## config.mk

```make
export PLATFORM = sky130hd
export DESIGN_NAME = div_seq
export DESIGN_NICKNAME = d
export VERILOG_FILES = /design/src/rtl/alu_pkg.sv /design/src/rtl/div_step.sv /design/src/rtl/div_seq.sv
export SDC_FILE = /design/constraint.sdc
export NUM_CORES = 1
export LEC_CHECK = 0
export CELL_PAD_IN_SITES_DETAIL_PLACEMENT = 0
export CELL_PAD_IN_SITES_GLOBAL_PLACEMENT = 1
export CORE_UTILIZATION = 45
export CTS_BUF_LIST = sky130_fd_sc_hd__clkbuf_8
export CTS_CLUSTER_SIZE = 24
export DETAILED_ROUTE_END_ITERATION = 12
export MAX_ROUTING_LAYER = met4
export PLACE_DENSITY = 0.81
export SETUP_SLACK_MARGIN = 0.2
export SLEW_MARGIN = 20
export SYNTH_ARGS = -nofsm -noshare
export SYNTH_HDL_FRONTEND = slang
export SYNTH_HIERARCHICAL = 1
export SYNTH_SLANG_ARGS = --single-unit
```

## constraint.sdc

```tcl
create_clock -name clock -period 3.96 [get_ports clock]
set_clock_uncertainty 0.15 [all_clocks]
set_input_delay 0.792 -clock clock [delete_from_list [all_inputs] [get_ports clock]]
set_output_delay 0.792 -clock clock [all_outputs]
set_load 0.03 [all_outputs]
```

## src/rtl/alu_pkg.sv

```systemverilog
// Shared ALU definitions: divide opcodes, divider sequencer states and opcode helpers.
package alu_pkg;

    localparam int unsigned OP_W = 5;

    localparam logic [OP_W-1:0] OP_DIV  = 5'b10001;
    localparam logic [OP_W-1:0] OP_DIVU = 5'b10101;
    localparam logic [OP_W-1:0] OP_REM  = 5'b11001;
    localparam logic [OP_W-1:0] OP_REMU = 5'b11101;

    typedef enum logic [2:0] {
        IDLE,
        PREP,
        RUN,
        FIX,
        DONE
    } div_state_t;

    function automatic logic is_div_op(input logic [OP_W-1:0] op);
        return (op == OP_DIV) || (op == OP_DIVU) || (op == OP_REM) || (op == OP_REMU);
    endfunction

    function automatic logic is_signed_div(input logic [OP_W-1:0] op);
        return (op == OP_DIV) || (op == OP_REM);
    endfunction

    function automatic logic is_rem_op(input logic [OP_W-1:0] op);
        return (op == OP_REM) || (op == OP_REMU);
    endfunction

endpackage

```

## src/rtl/div_step.sv

```systemverilog
// One restoring-division iteration: shift in the next dividend bit, trial-subtract, restore on borrow.
module div_step #(
    parameter int unsigned n = 32
) (
    input  logic [n:0]   rem_i,
    input  logic         msb_i,
    input  logic [n-1:0] divisor_i,
    output logic [n:0]   rem_o,
    output logic         qbit_o
);

    logic [n+1:0] shifted;
    logic [n+1:0] diff;

    always_comb begin
        shifted = {rem_i, msb_i};
        diff    = shifted - {2'b00, divisor_i};
        qbit_o  = ~diff[n+1];
        rem_o   = diff[n+1] ? shifted[n:0] : diff[n:0];
    end

endmodule

```

## src/rtl/div_seq.sv

```systemverilog
// Multi-cycle DIV/DIVU/REM/REMU sequencer with sign fix-up and one-cycle special cases.
// Optional DIV_REUSE_EN: single-entry cache of the last completed operands and results.
module div_seq
    import alu_pkg::*;
#(
    parameter int unsigned n = 32
) (
    input  logic            clock,
    input  logic            nReset,
    input  logic            Start,
    input  logic [OP_W-1:0] AluOp,
    input  logic [n-1:0]    A,
    input  logic [n-1:0]    B,
    input  logic            Flush,
    output logic            Busy,
    output logic            Done,
    output logic [n-1:0]    Result
);

    localparam int unsigned  CNT_W   = $clog2(n);
    localparam logic [n-1:0] MIN_NEG = {1'b1, {(n-1){1'b0}}};

    div_state_t state_q, state_d;

    // dq holds the dividend; quotient bits shift in from the bottom as it drains
    logic [n-1:0] dq_q, dq_d;
    logic [n-1:0] dvs_q, dvs_d;
    logic [n:0]   rem_q, rem_d;
    logic [CNT_W-1:0] cnt_q, cnt_d;
    logic         sgn_q, sgn_d;
    logic         isrem_q, isrem_d;
    logic         qneg_q, qneg_d;
    logic         rneg_q, rneg_d;
    logic [n-1:0] result_q, result_d;
    logic         done_q, done_d;
    logic         busy_q, busy_d;

`ifdef DIV_REUSE_EN
    logic [n-1:0] opa_q, opa_d;
    logic [n-1:0] opb_q, opb_d;
    logic [n-1:0] ca_q, ca_d;
    logic [n-1:0] cb_q, cb_d;
    logic         cs_q, cs_d;
    logic [n-1:0] cq_q, cq_d;
    logic [n-1:0] cr_q, cr_d;
    logic         cv_q, cv_d;
    logic         hit;
`endif

    logic [n:0]   step_rem;
    logic         step_qbit;
    logic         start_ok;
    logic         op_signed;
    logic         op_rem;
    logic         special;
    logic [n-1:0] sp_quot;
    logic [n-1:0] sp_rem;
    logic [n-1:0] abs_dq;
    logic [n-1:0] abs_dvs;
    logic [n-1:0] q_fin;
    logic [n-1:0] r_fin;

    div_step #(.n(n)) u_step (
        .rem_i     (rem_q),
        .msb_i     (dq_q[n-1]),
        .divisor_i (dvs_q),
        .rem_o     (step_rem),
        .qbit_o    (step_qbit)
    );

    // Operand decode and one-cycle special-case results
    always_comb begin
        start_ok  = Start && is_div_op(AluOp);
        op_signed = is_signed_div(AluOp);
        op_rem    = is_rem_op(AluOp);
        special   = 1'b0;
        sp_quot   = '1;
        sp_rem    = A;
        if (B == '0) begin
            special = 1'b1;
        end else if (op_signed && (A == MIN_NEG) && (B == '1)) begin
            special = 1'b1;
            sp_quot = A;
            sp_rem  = '0;
        end
        abs_dq  = dq_q[n-1]  ? ('0 - dq_q)  : dq_q;
        abs_dvs = dvs_q[n-1] ? ('0 - dvs_q) : dvs_q;
        q_fin   = qneg_q ? ('0 - dq_q) : dq_q;
        r_fin   = rneg_q ? ('0 - rem_q[n-1:0]) : rem_q[n-1:0];
`ifdef DIV_REUSE_EN
        hit = cv_q && (A == ca_q) && (B == cb_q) && (op_signed == cs_q);
`endif
    end

    always_comb begin
        state_d  = state_q;
        dq_d     = dq_q;
        dvs_d    = dvs_q;
        rem_d    = rem_q;
        cnt_d    = cnt_q;
        sgn_d    = sgn_q;
        isrem_d  = isrem_q;
        qneg_d   = qneg_q;
        rneg_d   = rneg_q;
        result_d = result_q;
`ifdef DIV_REUSE_EN
        opa_d = opa_q;
        opb_d = opb_q;
        ca_d  = ca_q;
        cb_d  = cb_q;
        cs_d  = cs_q;
        cq_d  = cq_q;
        cr_d  = cr_q;
        cv_d  = cv_q;
`endif

        if (Flush) begin
            state_d = IDLE;
        end else begin
            case (state_q)
                IDLE: begin
                    if (start_ok) begin
`ifdef DIV_REUSE_EN
                        if (hit) begin
                            result_d = op_rem ? cr_q : cq_q;
                            state_d  = DONE;
                        end else
`endif
                        if (special) begin
                            result_d = op_rem ? sp_rem : sp_quot;
                            state_d  = DONE;
`ifdef DIV_REUSE_EN
                            ca_d = A;
                            cb_d = B;
                            cs_d = op_signed;
                            cq_d = sp_quot;
                            cr_d = sp_rem;
                            cv_d = 1'b1;
`endif
                        end else begin
                            dq_d    = A;
                            dvs_d   = B;
                            sgn_d   = op_signed;
                            isrem_d = op_rem;
                            state_d = PREP;
`ifdef DIV_REUSE_EN
                            opa_d = A;
                            opb_d = B;
`endif
                        end
                    end
                end
                PREP: begin
                    if (sgn_q) begin
                        dq_d   = abs_dq;
                        dvs_d  = abs_dvs;
                        qneg_d = dq_q[n-1] ^ dvs_q[n-1];
                        rneg_d = dq_q[n-1];
                    end else begin
                        qneg_d = 1'b0;
                        rneg_d = 1'b0;
                    end
                    rem_d   = '0;
                    cnt_d   = CNT_W'(n - 1);
                    state_d = RUN;
                end
                RUN: begin
                    rem_d = step_rem;
                    dq_d  = {dq_q[n-2:0], step_qbit};
                    cnt_d = cnt_q - CNT_W'(1);
                    if (cnt_q == '0) begin
                        state_d = FIX;
                    end
                end
                FIX: begin
                    result_d = isrem_q ? r_fin : q_fin;
                    state_d  = DONE;
`ifdef DIV_REUSE_EN
                    ca_d = opa_q;
                    cb_d = opb_q;
                    cs_d = sgn_q;
                    cq_d = q_fin;
                    cr_d = r_fin;
                    cv_d = 1'b1;
`endif
                end
                DONE: begin
                    state_d = IDLE;
                end
                default: begin
                    state_d = IDLE;
                end
            endcase
        end

        done_d = (state_d == DONE);
        busy_d = (state_d != IDLE);
    end

    always_ff @(posedge clock or negedge nReset) begin
        if (!nReset) begin
            state_q  <= IDLE;
            dq_q     <= '0;
            dvs_q    <= '0;
            rem_q    <= '0;
            cnt_q    <= '0;
            sgn_q    <= 1'b0;
            isrem_q  <= 1'b0;
            qneg_q   <= 1'b0;
            rneg_q   <= 1'b0;
            result_q <= '0;
            done_q   <= 1'b0;
            busy_q   <= 1'b0;
`ifdef DIV_REUSE_EN
            opa_q <= '0;
            opb_q <= '0;
            ca_q  <= '0;
            cb_q  <= '0;
            cs_q  <= 1'b0;
            cq_q  <= '0;
            cr_q  <= '0;
            cv_q  <= 1'b0;
`endif
        end else begin
            state_q  <= state_d;
            dq_q     <= dq_d;
            dvs_q    <= dvs_d;
            rem_q    <= rem_d;
            cnt_q    <= cnt_d;
            sgn_q    <= sgn_d;
            isrem_q  <= isrem_d;
            qneg_q   <= qneg_d;
            rneg_q   <= rneg_d;
            result_q <= result_d;
            done_q   <= done_d;
            busy_q   <= busy_d;
`ifdef DIV_REUSE_EN
            opa_q <= opa_d;
            opb_q <= opb_d;
            ca_q  <= ca_d;
            cb_q  <= cb_d;
            cs_q  <= cs_d;
            cq_q  <= cq_d;
            cr_q  <= cr_d;
            cv_q  <= cv_d;
`endif
        end
    end

    // A Flush in the DONE cycle must still hide the completion pulse
    assign Done   = done_q & ~Flush;
    assign Busy   = busy_q;
    assign Result = result_q;

endmodule

```

Word-level counts from Yosys, hierarchy flattened
Index checks and enable logic that the tools add are counted.
- register bits: 143
- output and inout port bits: 34
- input bits: 73
- reductions and logical operators: 24
- bitwise operators: 5
- equal/unequal tests: 16
- add/subtract/negate cells: 5
- mux-type cells: 33
- operators with widths (operator ; number):
    $mux W32 ; 18
    $pmux W32 S2 ; 2
    $pmux W32 S3 ; 1
    $sub A1 B32 Y32 const A ; 3
    $pmux W33 S2 ; 1
    $eq A32 B32 Y1 const B ; 2
    $sub A34 B32 Y34 ; 1
    $mux W33 ; 1
    $logic_not A32 Y1 ; 1
    $eq A5 B5 Y1 const B ; 4
    $mux W3 ; 4
    $ne A2 B2 Y1 const B ; 6
    $pmux W3 S4 ; 1
    $reduce_and A6 Y1 ; 2
    $pmux W5 S2 ; 1
    $reduce_and A5 Y1 ; 2
    $reduce_and A4 Y1 ; 2
    $eq A3 B2 Y1 const B ; 2
    $reduce_bool A2 Y1 ; 3
    $reduce_bool A3 Y1 ; 2
    $logic_not A5 Y1 ; 1
    $logic_or A1 B1 Y1 ; 5
    $sub A5 B1 Y5 const B ; 1
    $mux W1 ; 4
    8 further kinds ; 13

Logic depth before layout (Yosys ltp)
Gate-level depths: netlist of run 1.
- depth in word-level cells: 11
- depth in mapped cells: 15
- depth with buffers taken out: 12

By module
The synthesis of run 1 kept the hierarchy.
- by module, submodules not included (module ; times used ; area an instance (µm²) ; sequential area each (µm²) ; cells an instance):
    div_seq ; 1 ; 9461.6 ; 3578.4 ; 1128
    div_step ; 1 ; 2280.9 ; 0.0 ; 339

Worst setup path before layout of run 1
OpenSTA, ideal clock, no wires.
- path kind: register to register
- from: register rem_q[16]
- to: register rem_q[12]
- library setup time: 0.121 ns
- period minus slack after synthesis: 3.395 ns
- path buffers: 1
- stages on the path, launching flop included: 12
- arrival time: 3.124 ns
- path slack: 0.565 ns
- cells stage by stage: dfrtp_1 -> ha_1 -> a21oi_2 -> nand3_1 -> nor4b_2 -> or3b_1 -> and3b_1 -> or3_4 -> clkinv_1 -> buf_4 -> mux2_2 -> a22o_1
- longest elaborated chain between the ends: 3
- ends and longest elaborated chain (element ; line ; text):
    start: declaration ; div_seq.sv:28 ; logic [n:0] rem_q, rem_d;
    start signal: assignment ; div_seq.sv:228 ; rem_q <= rem_d;
    $sub A34 B32 Y34 ; div_step.sv:17 ; diff = shifted - {2'b00, divisor_i};
    $mux W33 ; div_step.sv:19 ; rem_o = diff[n+1] ? shifted[n:0] : diff[n:0];
    net step_rem[12] ; div_seq.sv:50 ; logic [n:0] step_rem;
    $pmux W33 S2 ; div_seq.sv:120 ; case (state_q)
The timed path passes the listed nets, and every way through them passes these cells.
A chain may end at the register's enable or synchronous reset.

Worst setup path after layout of run 1
- from: register rem_q[2]
- to: register rem_q[32]
Same word-level chain as after synthesis.

==> key figures, run 1 <==
Run status
  • Status: complete, no violations

Placement
  • Placer's final routability congestion estimate: 1.01
  • Inst Count DP: about 1900
  • IO Port Bufs: between 100 and 150
  • Placed Area: 0.0136 mm^2
  • Hpwl dp: 36700 um

Critical path
  • Worst setup EP type: flop
  • CP Launch Type: flop
  • WP data required: around 4.2 ns
  • Crit-path max FO: 28
  • R2R Path End: rem_q[32]
  • Critical Path AT: around 4 ns
  • R2r setup slk: between 0.2 and 0.3 ns
  • WS Path Type: reg -> reg
  • RR Startpoint: rem_q[2]
  • Worst reg-to-reg path cell count: 11

Finish
  • Post-layout nets: about 1700
  • Filler cells: 2393
  • Area grow syn2layout: 20.0%
  • Finished Core Util: between 50% and 60%
  • ANT cells: 0
  • Layout Cells excl Fill: slightly below 2000
  • Layout cells sized above 1: 12.9%
  • Post-Layout Inst Area: approximately 0.014 mm^2

Floorplan
  • Initial Util: 46.2%
  • Number of I/O pins: between 100 and 150
  • Row cnt: slightly below 60
  • DIE HEIGHT: 164 um
  • Core ar.: between 0.02 and 0.03 mm^2
  • Die W: ~160 um
  • Full die area: between 0.02 and 0.03 mm^2

Global routing
  • GRT Resource Usage Total: between 30% and 40%
  • Vias in the first global route: around 12000
  • Gr ovfl total: 0
  • Initial antenna violation count: 0
  • Pin count of the biggest net entering global routing: 85
  • First-pass GRT wire length: 72500 um

Timing
  • Worst slew pin tran: between 1 and 1.5 ns
  • RSZ-0062 raised after global routing: yes
  • Period utilization: 92.7%
  • Final min period: 3.67 ns
  • Hold Fails Final Rpt: 0
  • Max-slew headroom: a little under a third
  • Final setup viols: 0
  • Fmax: 0.272 GHz
  • Fin. max-slew vios: 0

Clocking
  • Sink Count: between 100 and 150
  • Num CTS Buffers: 17
  • Root buf cell: clkbuf_8
  • CTS Buffer Depth: 2
  • Htree depth: 4
  • Clock Latency Late Sink: about 0.47 ns
  • Worst-path clk slew: around 0.10 ns
  • TritonCTS clock tree: yes

Yosys
  • Post-synth ARST share: 100%
  • Total nets after synthesis: 1578
  • Area fraction of the dominant cell type after synthesis: a little under a third
  • Avg Synthesized Cell Area: around 8 um^2
  • Synth Instances: roughly 1500
  • Synth cell count leaders: dfrtp_1, nand2_1, o21ai_0
  • Number of synthesized flops with an enable pin: 0
  • Most numerous cell in the Yosys netlist: dfrtp_1
  • Syn. warnings: 6
  • Flops & latches, synth: roughly 140
  • Dominant register cell in the synthesized netlist: dfrtp_1
  • Yosys top cell by area: dfrtp_1
  • Synth top area cells: dfrtp_1, o21ai_0, nand2_1, a21oi_1, ha_1
  • Sequential area share after synthesis: 30.5%
  • Post-synth cell types: 92
  • Synthesized area: about 0.012 mm^2

Drt
  • WL final: 48000 um
  • Routed Antenna Nets: 0
  • Drt initial violations: roughly 1300
  • Vias/cell: approximately 6.6
  • DR vias: 12800
  • WL per Instance: ~25 um
  • DRT Pass-1 Iters: 6
  • DR DRC count: 0

Power and ir drop
  • Total design power: approximately 5 mW
  • Power Density: 364 mW/mm^2
  • Peak supply drop: around 0.00025 V
  • Leakage power: roughly 5.8 nW

Hold path
  • Hold Crit Class: in -> async

Run
  • Count of max-cap constraint violations: 0
==> power by group <==
group | switching, mW | leakage (nW) | total (mW) | internal (mW)
Clock | 0.689 | 0.190 | 1.23 | 0.542
Combinational | 1.07 | 3.80 | 1.82 | 0.749
Sequential | 0.400 | 1.80 | 2.08 | 1.68
==> cell families after synthesis <==
family	count (synthesis)	share of synthesized area, %
flops	143	30.5
xor+xnor	84	6.27
compound gates	497	28.1
simple gates	534	24.1
buf+inv	151	5.06
mux	20	1.90
fa+ha+maj	38	4.11
==> cell type report <==
type	instances	area (um^2)	area share [%]
tap	330	413	2.93
inverter	61	229	1.63
clock buffer	19	262	1.86
sequential	143	3580	25.4
timing repair buffer	198	1820	12.9
multi-input combinational	1173	7660	54.4
clock inverter	13	128	0.906
==> flip-flops by register name (all words and copies together) (netlist names) <==
| register | cells |
|---|---|
| qneg_q | 1 |
| cnt_q | 5 |
| Result | 32 |
| state_q | 3 |
| done_q | 1 |
| Busy | 1 |
| sgn_q | 1 |
| isrem_q | 1 |
| dq_q | 32 |
| rem_q | 33 |
| dvs_q | 32 |
| rneg_q | 1 |
==> worst max-delay path by stage <==
stage / startpoint / depth (start not counted) / to
after CTS: dvs_q[24] / 12 / rem_q[32]
after detailed placement: A[0] / 9 / Result[3]
after floorplan: rem_q[16] / 11 / rem_q[12]
after global placement: A[0] / 9 / Result[3]
after global routing: dvs_q[22] / 12 / rem_q[32]
final: rem_q[2] / 11 / rem_q[32]
==> worst max-delay path, cell delays in order, from the launching register on <==
cell	delay [ns]
dfrtp_1	0.50
ha_1	0.41
and2_4	0.20
a221oi_4	0.34
a2111oi_4	0.15
or3b_1	0.42
and3b_1	0.18
or3_4	0.36
buf_4	0.23
or4_1	0.43
o2111ai_1	0.11
a22o_1	0.15
==> metal layers <==
| metal | track usage [%] | wire length, um |
|---|---|---|
| met1 | 49.9 | 20200 |
| met2 | 56.1 | 21200 |
| met3 | 4.95 | 4120 |
| met4 | 17.9 | 2560 |
| met5 | - | 0 |
==> layout by cell type (no fill, tap or decap), drive strengths merged, types with 6 or more instances in the layout <==
| cell type | count |
|---|---|
| o22ai | 33 |
| nand3 | 25 |
| o21a | 8 |
| a221o | 9 |
| clkbuf | 19 |
| and2 | 10 |
| a22oi | 40 |
| a21oi | 97 |
| a211oi | 11 |
| or4 | 24 |
| o21ai | 125 |
| a21o | 13 |
| or2 | 18 |
| nor3 | 53 |
| a22o | 41 |
| clkdlybuf4s50 | 105 |
| nand2 | 142 |
| inv | 65 |
| mux2 | 18 |
| nand4b | 6 |
| and3 | 10 |
| a211o | 6 |
| dfrtp | 143 |
| nand4 | 22 |
| o211ai | 13 |
| a31oi | 31 |
| xnor2 | 43 |
| xor2 | 41 |
| or3 | 31 |
| ha | 37 |
| buf | 93 |
| o31ai | 21 |
| nor2 | 109 |
| nor4 | 36 |
| nand2b | 8 |
| a221oi | 7 |
| nor2b | 9 |
==> stage by stage <==
step / setup TNS, ns / hold WS [ns] / setup slack, ns
final: 0 / 0.236 / 0.287
after global routing: 0 / 0.286 / 0.149
after CTS: 0 / 0.275 / 0.228
after detailed placement: -0.697 / 0.308 / -0.151
after global placement: -0.0731 / 0.302 / -0.0607
after floorplan: 0 / 0.291 / 0.565
==> what timing repair did <==
item	CTS	global route
buffers inserted	0	0
hold endpoints to repair	0	0
hold buffers	0	0
gates resized for setup	0	19
setup endpoints to repair	0	25
No activity file was read; power rests on OpenSTA's default activity.
==> run 2, diff against run 1 <==
--- a/config.mk
+++ b/config.mk
@@ -5,14 +5,16 @@
 export SDC_FILE = /design/constraint.sdc
 export NUM_CORES = 1
 export LEC_CHECK = 0
+export ABC_AREA = 1
 export CELL_PAD_IN_SITES_DETAIL_PLACEMENT = 0
 export CELL_PAD_IN_SITES_GLOBAL_PLACEMENT = 1
-export CORE_UTILIZATION = 45
+export CORE_ASPECT_RATIO = 1.1
+export CORE_UTILIZATION = 43
 export CTS_BUF_LIST = sky130_fd_sc_hd__clkbuf_8
 export CTS_CLUSTER_SIZE = 24
 export DETAILED_ROUTE_END_ITERATION = 12
 export MAX_ROUTING_LAYER = met4
-export PLACE_DENSITY = 0.81
+export PLACE_DENSITY = 0.82
 export SETUP_SLACK_MARGIN = 0.2
 export SLEW_MARGIN = 20
 export SYNTH_ARGS = -nofsm -noshare
==> run 2 against run 1 <==
  * Sequential share of layout area shrank 2.8 points
  * Cell count grew 52%
  * Core utilization shrank 6.6 points
  * Largest cell class unchanged
  * Worst setup slack gained 0.43 ns
  * Synthesized cell count grew 66%
  * Largest power group is now combinational cells
==> key figures, run 2 <==
Run status
  • Status: complete, no violations

Placement
  • IO Port Bufs: 106 (unchanged)
  • DP Worst Slack: 0.496 ns (+0.648 ns)
  • Placed Area: 0.0155 mm^2 (+14%)
  • Hpwl dp: 46000 um (+25%)
  • Placer's final routability congestion estimate: 1.00 (-0.68%)

Critical path
  • Slowest Stage Delay on Critical Path: 0.68 ns (+0.18 ns)
  • CP Launch Type: input port
  • WP data required: 3.02 ns (-1.20 ns)
  • Crit path buffers/inverters: 2 (+1)
  • Crit path top cell by count: clkdlybuf4s50_1
  • Crit-path max FO: 7 (-75%)
  • Critical Path AT: 2.30 ns (-1.63 ns)
  • Top delay family on crit path: buffers and inverters
  • Worst-path cell chain: clkdlybuf4s50_1 -> nor2_1 -> clkdlybuf4s50_1
  • WS Path Type: in -> out
  • Worst setup EP type: primary output
  • Critical path's slowest cell: clkdlybuf4s50_1

Timing
  • Fin. max-slew vios: 0 (unchanged)
  • Worst slew pin tran: 1.11 ns (+0.0657 ns)
  • Period utilization: 81.9% (-11 points)
  • Hold Fails Final Rpt: 0 (unchanged)
  • Max-slew headroom: 25.8% (-4.5 points)
  • RSZ-0062 raised after global routing: no
  • Final setup viols: 0 (unchanged)
  • Final min period: 3.24 ns (-0.431 ns)
  • Hold_ws: 0.205 ns (-0.0308 ns)
  • Setup ws final: 0.718 ns (+0.431 ns)
  • Setup TNS: 0 ns (unchanged)
  • Fmax: 0.308 GHz (+13%)

Finish
  • Max reg flops: 33 (unchanged)
  • Post-Layout Inst Area: 0.0158 mm^2 (+12%)
  • Multi-input gate area: 0.00889 mm^2 (+16%)
  • Post-layout nets: 2613 (+53%)
  • ANT cells: 0 (unchanged)
  • Register Area: 0.00358 mm^2 (-0.10%)
  • Filler cells: 3549 (+48%)
  • Layout cells sized above 1: 5.09% (-7.8 points)
  • Area grow syn2layout: 11.7%
  • Most frequent cells in the layout: nand2_1, inv_1, nand3_1
  • Most common cell after layout, fill and taps aside: nand2_1
  • Reg with most FFs: rem_q

Yosys
  • Post-synth cell types: 52 (-43%)
  • Synth Instances: 2435 (+66%)
  • Synth cell count leaders: nand2_1, inv_1, nand3_1
  • Flops & latches, synth: 143 (unchanged)
  • Number of synthesized flops with an enable pin: 0 (unchanged)
  • Sequential area share after synthesis: 25.2% (-5.2 points)
  • Avg Synthesized Cell Area: 5.82 um^2 (-27%)
  • Synth top area cells: dfrtp_1, nand2_1, nand3_1, inv_1, nor2_1
  • Synthesized area: 0.0142 mm^2 (+21%)
  • Total nets after synthesis: 2546 (+61%)
  • Dominant register cell in the synthesized netlist: dfrtp_1
  • Most numerous cell in the Yosys netlist: nand2_1
  • Yosys top cell by area: dfrtp_1
  • Syn. warnings: 6 (unchanged)
  • Post-synth ARST share: 100% (unchanged)
  • Area fraction of the dominant cell type after synthesis: 25.2% (-5.2 points)

Clocking
  • Num CTS Buffers: 17 (unchanged)
  • Htree depth: 4 (unchanged)
  • CTS Buffer Depth: 2 (unchanged)
  • Root buf cell: clkbuf_8
  • Clock Latency Late Sink: 0.50 ns (+0.03 ns)
  • Hold buffer count at cts: 0 (unchanged)
  • Post-CTS resize count: 0 (unchanged)
  • Post-CTS setup buffers: 0 (unchanged)
  • Worst-path clk slew: 0.10 ns (about the same)
  • Sink Count: 143 (unchanged)
  • TritonCTS clock tree: yes

Floorplan
  • Die W: 175 um (+7.1%)
  • Initial Util: 43.8% (-2.4 points)
  • Core ar.: 0.0324 mm^2 (+27%)
  • Full die area: 0.0337 mm^2 (+26%)
  • DIE HEIGHT: 192 um (+18%)
  • Row cnt: 69 (+19%)
  • Number of I/O pins: 107 (unchanged)

Hold path
  • Hold Crit Class: in -> async

Drt
  • Vias/cell: 5.55 (-16%)
  • WL final: 58600 um (+22%)
  • Routed Antenna Nets: 0 (unchanged)
  • DR vias: 16300 (+27%)
  • WL per Instance: 19.9 um (-20%)
  • DRT Pass-1 Iters: 6 (unchanged)
  • Drt initial violations: 1708 (+32%)
  • DR DRC count: 0 (unchanged)

Power and ir drop
  • Peak supply drop: 0.000407 V (+64%)
  • Leakage power: 8.09 nW (+40%)
  • Power Density: 717 mW/mm^2 (+97%)

Global routing
  • Initial antenna violation count: 0 (unchanged)
  • GRT Resource Usage Total: 36.4% (-1.1 points)
  • Pin count of the biggest net entering global routing: 83 (-2.4%)
  • Gr ovfl total: 0 (unchanged)
  • First-pass GRT wire length: 89600 um (+24%)
  • Vias in the first global route: 15200 (+28%)

Run
  • Count of max-cap constraint violations: 0 (unchanged)
==> run 2: changes by cell type after synthesis, sizes merged, moves of 37 or more <==
cell and change:
a22o -37, a22oi -38, inv +266, nand2 +783, nand3 +255, nor2 +136, xnor2 -40
==> run 2: cell families (layout without fill, tap and decap cells) <==
family,count (synthesis),count (layout),synth area share (%)
AOI/OAI and AO/OA,280,280,11.2
and+or+nand+nor,1532,1532,46.2
adders and majority gates,38,38,3.41
DFF,143,143,25.2
xor gates and xnor gates,30,30,1.85
buffers and inverters,412,491,12.1
==> run 2: area by class of cell <==
| type | count | area share, % |
|---|---|---|
| Timing Repair Buffer | 131 | 7.90 |
| Tap cell | 426 | 3.37 |
| Clock inverter | 13 | 0.593 |
| Clock buffer | 18 | 1.56 |
| Inverter | 329 | 7.81 |
| Multi-Input combinational cell | 1880 | 56.2 |
| Sequential cell | 143 | 22.6 |
==> run 2: path summary, 6_finish.rpt <==
kind                            start    endpoint  slack (ns)  depth (start not counted)
max                             Flush        Done        0.72                          3
min                            nReset   rem_q[32]        0.20                          1
min in group clock         Result[14]  Result[14]        0.34                          2
max reg2reg                 dvs_q[28]   rem_q[25]        0.79                         12
min reg2reg                Result[14]  Result[14]        0.34                          2
max in group asynchronous      nReset     dq_q[6]        2.48                          2
==> run 2: metal layers <==
metal | GRT usage, % | wire [um] | vias up
li1 | - | - | 7904
met1 | 48.3 | 25900 | 7639
met2 | 56.8 | 26500 | 674
met3 | 6.19 | 4650 | 103
met4 | 10.3 | 1550 | 0
met5 | - | 0 | -
==> run 2: report_power, final <==
| group | switching (mW) | total, mW | internal, mW |
|---|---|---|---|
| registers | 0.723 | 2.56 | 1.84 |
| clock network | 0.671 | 1.12 | 0.445 |
| logic | 5.29 | 7.67 | 2.39 |
==> run 2: per-stage QoR <==
stage	std cells	util (%)	total power, mW
after floorplan	2435	-	7.83
final	2940	48.9	11.3
after CTS	2940	48.9	11.2
after global placement	2909	47.8	10.0
after detailed placement	2909	47.8	10.1
after global routing	2940	48.9	12.4
==> run 3, diff against run 2 <==
--- a/config.mk
+++ b/config.mk
@@ -9,12 +9,12 @@
 export CELL_PAD_IN_SITES_DETAIL_PLACEMENT = 0
 export CELL_PAD_IN_SITES_GLOBAL_PLACEMENT = 1
 export CORE_ASPECT_RATIO = 1.1
-export CORE_UTILIZATION = 43
+export CORE_UTILIZATION = 38
 export CTS_BUF_LIST = sky130_fd_sc_hd__clkbuf_8
 export CTS_CLUSTER_SIZE = 24
 export DETAILED_ROUTE_END_ITERATION = 12
 export MAX_ROUTING_LAYER = met4
-export PLACE_DENSITY = 0.82
+export PLACE_DENSITY = 0.77
 export SETUP_SLACK_MARGIN = 0.2
 export SLEW_MARGIN = 20
 export SYNTH_ARGS = -nofsm -noshare
==> constraint.sdc (replaced) <==
create_clock -name clock -period 2.73 [get_ports clock]
set_clock_uncertainty 0.15 [all_clocks]
set_input_delay 0.546 -clock clock [delete_from_list [all_inputs] [get_ports clock]]
set_output_delay 0.546 -clock clock [all_outputs]
set_load 0.03 [all_outputs]
==> run 3 against run 2 <==
  * Final area up 20%
  * Register-to-register slack worse by 0.60 ns
  * Combinational power up 96%
  * Hold slack better by 0.13 ns
  * First-iteration DRC count down 14%
  * Sequential share of layout area down 3.6 points
  * Critical path depth up 15
  * Highest routed layer unchanged
==> key figures, run 3 (synthesis gave the netlist of run 2 again) <==
Critical path
  • Critical Path AT: 2.77 ns (+0.47 ns)
  • Crit path top cell by count: nand2_2
  • Critical path's slowest cell: dfrtp_1
  • Crit-path max FO: 12 (+5)
  • Worst setup EP type: flop
  • Worst-path cell chain: inv_2 -> ha_4 -> nand2_2 -> nand2_2 -> nand2_2 -> nand2_2 -> inv_2 -> nand3_4 -> nand2_2 -> nand2_2 -> nand2_4 -> buf_6 -> nand3_4 -> buf_6 -> nand3_1 -> nand2_1 -> nand2_1 -> o21ai_0
  • Slowest Stage Delay on Critical Path: 0.40 ns (-0.28 ns)
  • WP data required: 2.95 ns (-0.07 ns)
  • Top delay family on crit path: simple AND/OR/NAND/NOR gates
  • WS Path Type: reg -> reg
  • Crit path buffers/inverters: 4 (+2)
  • CP Launch Type: flop

Floorplan
  • Row cnt: 73 (+5.8%)
  • Core ar.: 0.0364 mm^2 (+13%)
  • Initial Util: 38.9% (-4.9 points)
  • Number of I/O pins: 107 (unchanged)
  • Die W: 186 um (+6.3%)
  • DIE HEIGHT: 205 um (+6.3%)
  • Full die area: 0.0381 mm^2 (+13%)

Clocking
  • Root buf cell: clkbuf_8
  • CTS Buffer Depth: 2 (unchanged)
  • Worst-path clk slew: 0.09 ns (about the same)
  • Sink Count: 143 (unchanged)
  • Num CTS Buffers: 17 (unchanged)
  • TritonCTS clock tree: yes
  • Htree depth: 4 (unchanged)
  • Clock Latency Late Sink: 0.50 ns (about the same)

Finish
  • Post-Layout Inst Area: 0.0189 mm^2 (+20%)
  • Layout cells sized above 1: 19.6% (+14 points)
  • Area grow syn2layout: 33.5%
  • Reg with most FFs: rem_q
  • Max reg flops: 33 (unchanged)
  • Register Area: 0.00359 mm^2 (+0.38%)
  • Most frequent cells in the layout: nand2_1, inv_1, buf_4
  • Filler cells: 3812 (+7.4%)
  • Most common cell after layout, fill and taps aside: nand2_1
  • Post-layout nets: 2881 (+10%)
  • Multi-input gate area: 0.00955 mm^2 (+7.5%)

Global routing
  • Pin count of the biggest net entering global routing: 53 (-36%)
  • Initial antenna violation count: 1 (+1)
  • GRT Resource Usage Total: 33.7% (-2.7 points)
  • First-pass GRT wire length: 93200 um (+3.9%)
  • Vias in the first global route: 16000 (+5.8%)
  • Gr ovfl total: 0 (unchanged)

Timing
  • Max-slew headroom: 60.2% (+34 points)
  • Setup TNS: 0 ns (unchanged)
  • RSZ-0062 raised after global routing: yes
  • Worst slew pin tran: 0.597 ns (-0.515 ns)
  • Final setup viols: 0 (unchanged)
  • Period utilization: between 90 and 100%
  • Final min period: 2.54 ns
  • Fmax: around 0.39 GHz
  • Fin. max-slew vios: 0 (unchanged)
  • Hold Fails Final Rpt: 0 (unchanged)

Power and ir drop
  • Peak supply drop: 0.000602 V (+48%)
  • Clock group share of total power: 8.9% (-0.9 points)
  • Sw Share: 53.0% (-5.9 points)
  • Register share of total power: 16.9% (-5.7 points)
  • Cell Int Power: 9.51 mW (+100%)
  • Power Density: 1070 mW/mm^2 (+49%)
  • Leakage power: 9.57 nW (+18%)
  • Switching power: 10.7 mW (+60%)
  • Combinational power share: 74.2% (+6.6 points)

Drt
  • Drt initial violations: 1467 (-14%)
  • DR DRC count: 0 (unchanged)
  • DRT Pass-1 Iters: 6 (unchanged)
  • Vias/cell: 5.24 (-5.6%)
  • WL final: 62400 um (+6.4%)
  • DR vias: 17100 (+5.0%)
  • Routed Antenna Nets: 0 (unchanged)
  • WL per Instance: 19.1 um (-4.3%)

Run status
  • Status: complete, no violations

Placement
  • IO Port Bufs: 106 (unchanged)
  • Placer's final routability congestion estimate: 1.01 (+0.64%)
  • Hpwl dp: 49200 um (+6.8%)
  • Placed Area: 0.0175 mm^2 (+13%)

Run
  • Count of max-cap constraint violations: 0 (unchanged)

Hold path
  • Hold Crit Class: reg -> reg
-- run 3: cell count changes in the layout (fill, tap and decap cells not counted), sizes merged, moves of 2 or more --
cell / delta
bufinv: +2
buf: +266
clkinvlp: -3
clkinv: +2
inv: -3
clkbuf: +4
-- run 3: path summary, 6_finish.rpt --
path	startpoint	endpoint	slack (ns)	depth (start not counted)
worst min register to register	Result[17]	Result[17]	0.33	2
worst min-delay path	Result[17]	Result[17]	0.33	2
worst max register to register	dvs_q[6]	rem_q[1]	0.19	18
worst max-delay path	dvs_q[6]	rem_q[1]	0.19	18
min in group asynchronous	nReset	dvs_q[20]	0.46	2
max in group asynchronous	nReset	rem_q[1]	1.21	3
-- run 3: power by group through the flow --
| stage | Combinational (mW) | Clock (mW) | Sequential [mW] |
|---|---|---|---|
| 6_report | 15.0 | 1.81 | 3.41 |
| 5_1_grt | 16.5 | 1.90 | 3.45 |
| 4_1_cts | 13.6 | 1.82 | 3.32 |
| 3_5_place_dp | 13.3 | 0 | 3.32 |
| 3_3_place_gp | 13.2 | 0 | 3.30 |
| 2_1_floorplan | 8.05 | 0 | 3.31 |
-- run 3: per-stage QoR --
step	util (%)	std cells	power, mW	hold WS (ns)	worst slack [ns]
floorplan	-	2435	11.4	0.100	0.368
global placement	48.1	3208	16.5	0.317	-0.188
detailed placement	48.1	3208	16.6	0.314	-0.203
CTS	49.8	3243	18.7	0.338	0.184
finish	51.9	3270	20.2	0.335	0.186
global route	51.9	3270	21.9	0.346	0.0921
-- run 3: routing by layer --
layer	vias to the layer above	global-route usage, %	part of all wire (%)
li1	8426	-	-
met1	7965	45.9	45
met2	658	50.5	44
met3	87	5.94	7.4
met4	0	10.6	2.7
met5	-	-	0
-- run 3: final cells by class --
type / instances / share of cell area (%)
clock inverter: 11 / 0.615
multi-input combinational: 1880 / 50.5
clock buffer: 20 / 1.45
timing repair buffer: 399 / 18.7
sequential: 143 / 19.0
inverter: 329 / 6.55
antenna: 1 / 0.0132
tap: 487 / 3.22
-- run 3: timing repair --
item,CTS,global route
gates cloned,0,2
setup endpoints to repair,34,121
buffers inserted,3,24
gates resized for setup,35,145
pin swaps,0,27
hold buffers,1,0
endpoints found under the hold margin,48,0
-- run 3: worst reg2reg max path: stages (launching register included) --
cell,delay (ns)
dfrtp_1,0.40
inv_2,0.15
ha_4,0.25
nand2_2,0.07
nand2_2,0.08
nand2_2,0.07
nand2_2,0.06
inv_2,0.06
nand3_4,0.08
nand2_2,0.09
nand2_2,0.07
nand2_4,0.09
buf_6,0.11
nand3_4,0.15
buf_6,0.20
nand3_1,0.13
nand2_1,0.07
nand2_1,0.07
o21ai_0,0.08
